<file path="src/rtl/tsm_pkg.sv">
// Shared types and sizing helpers for the time-shared share accumulator.
package tsm_pkg;

   typedef enum logic {
      ACCUM = 1'b0,
      FULL  = 1'b1
   } state_t;

   localparam int WIDTH_D  = 8;
   localparam int NTERMS_D = 4;

   function automatic int idx_w(input int n);
      return (n <= 2) ? 1 : $clog2(n);
   endfunction

endpackage

</file>
<file path="src/rtl/xor_module.sv">
// Single-bit XOR cell.
module xor_module (
   input  logic a,
   input  logic b,
   output logic y
);

   assign y = a ^ b;

endmodule

</file>
<file path="src/rtl/tsm_share_accum.sv">
// XOR-compresses NTERMS serially arriving terms into one output share,
// holding the finished share until the downstream stage takes it.
module tsm_share_accum
   import tsm_pkg::*;
#(
   parameter int WIDTH  = WIDTH_D,
   parameter int NTERMS = NTERMS_D
) (
   input  logic                      clk,
   input  logic                      rst,
   input  logic                      in_valid,
   input  logic [WIDTH-1:0]          in_term,
   output logic                      in_ready,
   output logic                      out_valid,
   output logic [WIDTH-1:0]          out_share,
   input  logic                      out_ready,
   output logic [idx_w(NTERMS)-1:0]  term_idx
);

   localparam int IW = idx_w(NTERMS);
   localparam logic [IW-1:0] LAST = IW'(NTERMS - 1);

   state_t           state;
   state_t           state_nx;
   logic [WIDTH-1:0] acc;
   logic [WIDTH-1:0] acc_nx;
   logic [WIDTH-1:0] xo;
   logic [IW-1:0]    idx_nx;
   logic             accept;

   for (genvar i = 0; i < WIDTH; i++) begin : g_xor
      xor_module u_xor (
         .a (acc[i]),
         .b (in_term[i]),
         .y (xo[i])
      );
   end

   always_comb begin
      state_nx  = state;
      acc_nx    = acc;
      idx_nx    = term_idx;
      in_ready  = 1'b1;
      out_valid = 1'b0;
      accept    = 1'b0;
      unique case (state)
         ACCUM: begin
            in_ready = 1'b1;
         end
         FULL: begin
            out_valid = 1'b1;
            in_ready  = out_ready;
            if (out_ready) state_nx = ACCUM;
         end
      endcase
      accept = in_valid & in_ready;
      // Index 0 always loads fresh so shares never mix.
      if (accept) begin
         acc_nx = (term_idx == '0) ? in_term : xo;
         if (term_idx == LAST) begin
            idx_nx   = '0;
            state_nx = FULL;
         end else begin
            idx_nx = term_idx + IW'(1);
         end
      end
   end

   always_ff @(posedge clk) begin
      if (rst) begin
         state    <= ACCUM;
         acc      <= '0;
         term_idx <= '0;
      end else begin
         state    <= state_nx;
         acc      <= acc_nx;
         term_idx <= idx_nx;
      end
   end

   assign out_share = acc;

endmodule

</file>
<file path="config.mk">
export PLATFORM = sky130hd
export DESIGN_NAME = tsm_share_accum
export DESIGN_NICKNAME = d
export VERILOG_FILES = /design/src/rtl/tsm_pkg.sv /design/src/rtl/xor_module.sv /design/src/rtl/tsm_share_accum.sv
export SDC_FILE = /design/constraint.sdc
export NUM_CORES = 1
export LEC_CHECK = 0
export CORE_UTILIZATION = 38
export CTS_BUF_LIST = sky130_fd_sc_hd__clkbuf_2 sky130_fd_sc_hd__clkbuf_4 sky130_fd_sc_hd__clkbuf_8
export DETAILED_ROUTE_END_ITERATION = 12
export PLACE_DENSITY = 0.7
export SYNTH_ARGS = -nofsm -noshare
export SYNTH_HDL_FRONTEND = slang
export SYNTH_SLANG_ARGS = --single-unit
</file>
<file path="constraint.sdc">
create_clock -name clk -period 3.4 [get_ports clk]
set_clock_uncertainty 0.1 [all_clocks]
set_input_delay 0.68 -clock clk [delete_from_list [all_inputs] [get_ports clk]]
set_output_delay 0.68 -clock clk [all_outputs]
set_load 0.01 [all_outputs]
</file>
### Word level (Yosys, flattened, before mapping)

Index checks and enable logic that the tools add are counted.

* output and inout port bits: 12
* register bits after elaboration: 11
* word-level logic and storage cells: 24

* bitwise logic cells: 10
* add/subtract/negate cells: 1
* mux-type cells: 8
* equal/unequal tests: 1
* reductions and logical operators: 1

Operators with widths (number)
* two-way mux 8 bit: 1
* XOR 1 bit: 8
* two-way mux 1 bit: 5
* adder 2 x 1 -> 2 bit (second input constant): 1
* equality test 2 bit (second input constant): 1
* logical NOT 2 bit: 1
* two-way mux 2 bit: 1
* case mux 1 bit (2 select lines): 1
* AND 1 bit: 1
* NOT 1 bit: 1

### Logic depth before layout (Yosys ltp)

* depth after elaboration: 4
* depth in mapped cells: 7
* gate-level depth less buffers: 5

### Hierarchy

Synthesis repeated with hierarchy kept, for this count alone.

* cell total of the unflattened synthesis: 61
* area, all modules: 654.4 µm²

By module, submodules not included
* tsm_share_accum: instances 1, area an instance 584.3 µm², cells each 53
* xor_module: instances 8, area an instance 8.8 µm², cells each 1

### Worst setup path after synthesis

Ideal clock, no wire load.

* kind: input-to-output
* start point: input port out_ready
* end point: output port in_ready
* arrival: 975 ps
* required time: 2620 ps
* path slack: 1645 ps
* stages: 3
* cell sequence: nor2b_4 inv_2 buf_2

* word-level cells in the longest chain between the ends: 1

RTL lines
* from (decl): line tsm_share_accum.sv:16 `input logic out_ready,`
* case mux 1 bit (2 select lines): line tsm_share_accum.sv:46 `unique case (state)`
* to (decl): line tsm_share_accum.sv:13 `output logic in_ready,`

No other way between the ends.

### Worst setup path after layout

Same ends and word-level chain as after synthesis.

==> impl_metrics.tcl <==
set metrics [dict create \
    outcome "finished with violations" \
    failed_checks "design-rule violations" \
    clock-sinks 11 \
    crit_required_ns 2.62 \
    worstSetupEndpointType "output port" \
    vias 613 \
    port_buffers 23 \
    r2r_cells 5 \
    synth-seq-area-share 0.333 \
    finalSetupViolations 0 \
    max_slew_margin 0.645 \
    tightest_slew_ns 0.533 \
    timing.final.crit_share 0.840 \
    critPathMostFrequentCell "clkdlybuf4s50_1" \
    ir_worst_vdd_v 0.000194 \
    timing_worst_setup_path_type "input pin to output port" \
    worstSetupStartpointType "input pin" \
    hpwlAfterDp_um 898 \
    finalWirelength_um 1380 \
    die_w_um 43.7 \
    holdPathStages 2 \
    worstPathArrival_ns 2.07 \
    crit_chain "clkdlybuf4s50_1 -> nor2b_4 -> inv_2 -> clkdlybuf4s50_1" \
    fp.coreArea_sq_um 1560 \
    grt_first_pass_wirelength_um 2210 \
    slowest_stage "clkdlybuf4s50_1" \
    slew_violations 0 \
    globalRouteTotalUtil 0.154 \
    cp.depth 4 \
    viasPerCell 5.62 \
    fp-row-count 14 \
    crit_family "buffers and inverters" \
    grt_setup_unrepaired "false" \
    dp.cells 105 \
    grt_overflow_total 0 \
    drt_iter0_drc 21 \
    fillers 142 \
    max_cap_violations 0 \
    ys_warn_count 0 \
    numCtsBuffers 3 \
    drtPass1Iterations 8 \
    postCtsHoldBufs 0 \
    cts-root-buf "clkbuf_4" \
    hp-class "register to register" \
    period_minus_slack_ns 2.85 \
    drc 2 \
    worst-path-buf-inv 3 \
    max_freq_ghz 0.350 \
    diodes 0 \
    clk_pin_slew_ns 0.07 \
    final_cells 109 \
    critPathMaxStageDelay_ns 0.51 \
    leakagePower_nw 0.303 \
    synth_area_per_cell_sq_um 8.16 \
    clockBufferDepth 2 \
    ys_types 17 \
    synthCells 81 \
    power_density_nw_per_um2 384 \
    hold_violations 0 \
    grt_pass1_vias 505 \
    drive_gt1_frac 0.0645 \
    syn_nets 95 \
    area_delta_synth_final_pct 28.0 \
    htreeDepth 1 \
    antenna_found_initial 0 \
    crit_fanout 12 \
    place.gp.congestion 0.682 \
    drt-wirelength-per-cell_um 12.6 \
    die_h_um 43.7 \
    clk-insertion-delay-late_ns 0.27 \
    ys_ff_latch 11 \
    antenna_left 0 \
    setup_tns_ns 0 \
    die-area_sq_um 1910 \
    post_cts.repair.setup_buffers 0 \
    cts_resized 0 \
    initial_utilization 0.424 \
    pin_count 24 \
    cts_tree "yes" \
    synth_area_sq_um 661 \
    layout.nets 108 \
    grt_max_degree 17 \
]
[state kept, by name, indices dropped and copies added (netlist names)]
register and flops:
state 1, out_share 8, term_idx 2
[layout by cell type, fill, tap and decap left out, drive strengths merged]
cell type	netlist	routed
inv	4	4
nand3	9	9
nor2	8	8
clkbuf	2	4
a31oi	8	8
nand2	1	1
o21ai	2	2
dfxtp	11	11
or4	1	1
nor2b	1	1
o31ai	8	8
a21oi	3	3
clkdlybuf4s50	0	23
nand4b	8	8
ha	2	2
[path summary, 6_finish.rpt]
check                 end         start  slack, ns
max reg2reg  out_share[7]   term_idx[0]       1.83
min          out_share[1]  out_share[1]       0.41
max              in_ready     out_ready       0.55
min reg2reg  out_share[1]  out_share[1]       0.41
[through the flow]
step,hold WS [ns],total power [W],utilization,instance area [sq um],worst slack (ns)
floorplan,0.368,0.000200,-,661,1.64
global placement,0.401,0.000226,0.523,816,0.540
detailed placement,0.405,0.000227,0.523,816,0.545
CTS,0.415,0.000326,0.543,846,0.544
global route,0.440,0.000341,0.543,846,0.484
finish,0.412,0.000325,0.543,846,0.546
[tightest hold or removal path: cells and delay by family, from the launching register on]
kind	cells	cell delay, ns
flops	1	0.33
compound gates	2	0.14
[Yosys cell counts, drive strengths merged]
library cell   n  area, sq um
buf           13         87.6
dfxtp         11          220
nand3          9         45.0
a31oi          8         50.1
nand4b         8         70.1
nor2           8         30.0
o31ai          8         60.1
inv            4         15.0
a21oi          3         15.0
clkbuf         2         7.51
ha             2         25.0
o21ai          2         10.0
nand2          1         3.75
nor2b          1         13.8
or4            1         7.51
[logic make-up (layout without fill, tap and decap cells)]
kind of cell               Yosys count  count (layout)  synth area share
adders and majority gates            2               2            0.0379
and+or+nand+nor                     28              28             0.258
buffers and inverters               19              31             0.167
DFF                                 11              11             0.333
AOI/OAI and AO/OA                   21              21             0.205
[cell type report]
type                            count  area [sq um]  share of cell area
Clock buffer                        4          30.0              0.0355
Inverter                            4          15.0              0.0178
Multi-Input combinational cell     51           330               0.391
Tap cell                           16          20.0              0.0237
Sequential cell                    11           220               0.260
Timing Repair Buffer               23           230               0.272
[per-layer routing]
metal	part of all wire	GRT usage	vias up
met5	0	0	-
met4	0.0036	0.0750	0
met3	0.054	0.0250	2
met2	0.42	0.227	21
met1	0.52	0.218	276
li1	-	-	314
[power by group]
part | switching (W) | leakage, nW | internal [W] | total [W]
Sequential | 0.00000905 | 0.0906 | 0.000139 | 0.000148
Combinational | 0.0000338 | 0.194 | 0.0000430 | 0.0000768
Clock | 0.0000468 | 0.0184 | 0.0000534 | 0.000100
Power figures use the tool's default switching activity.
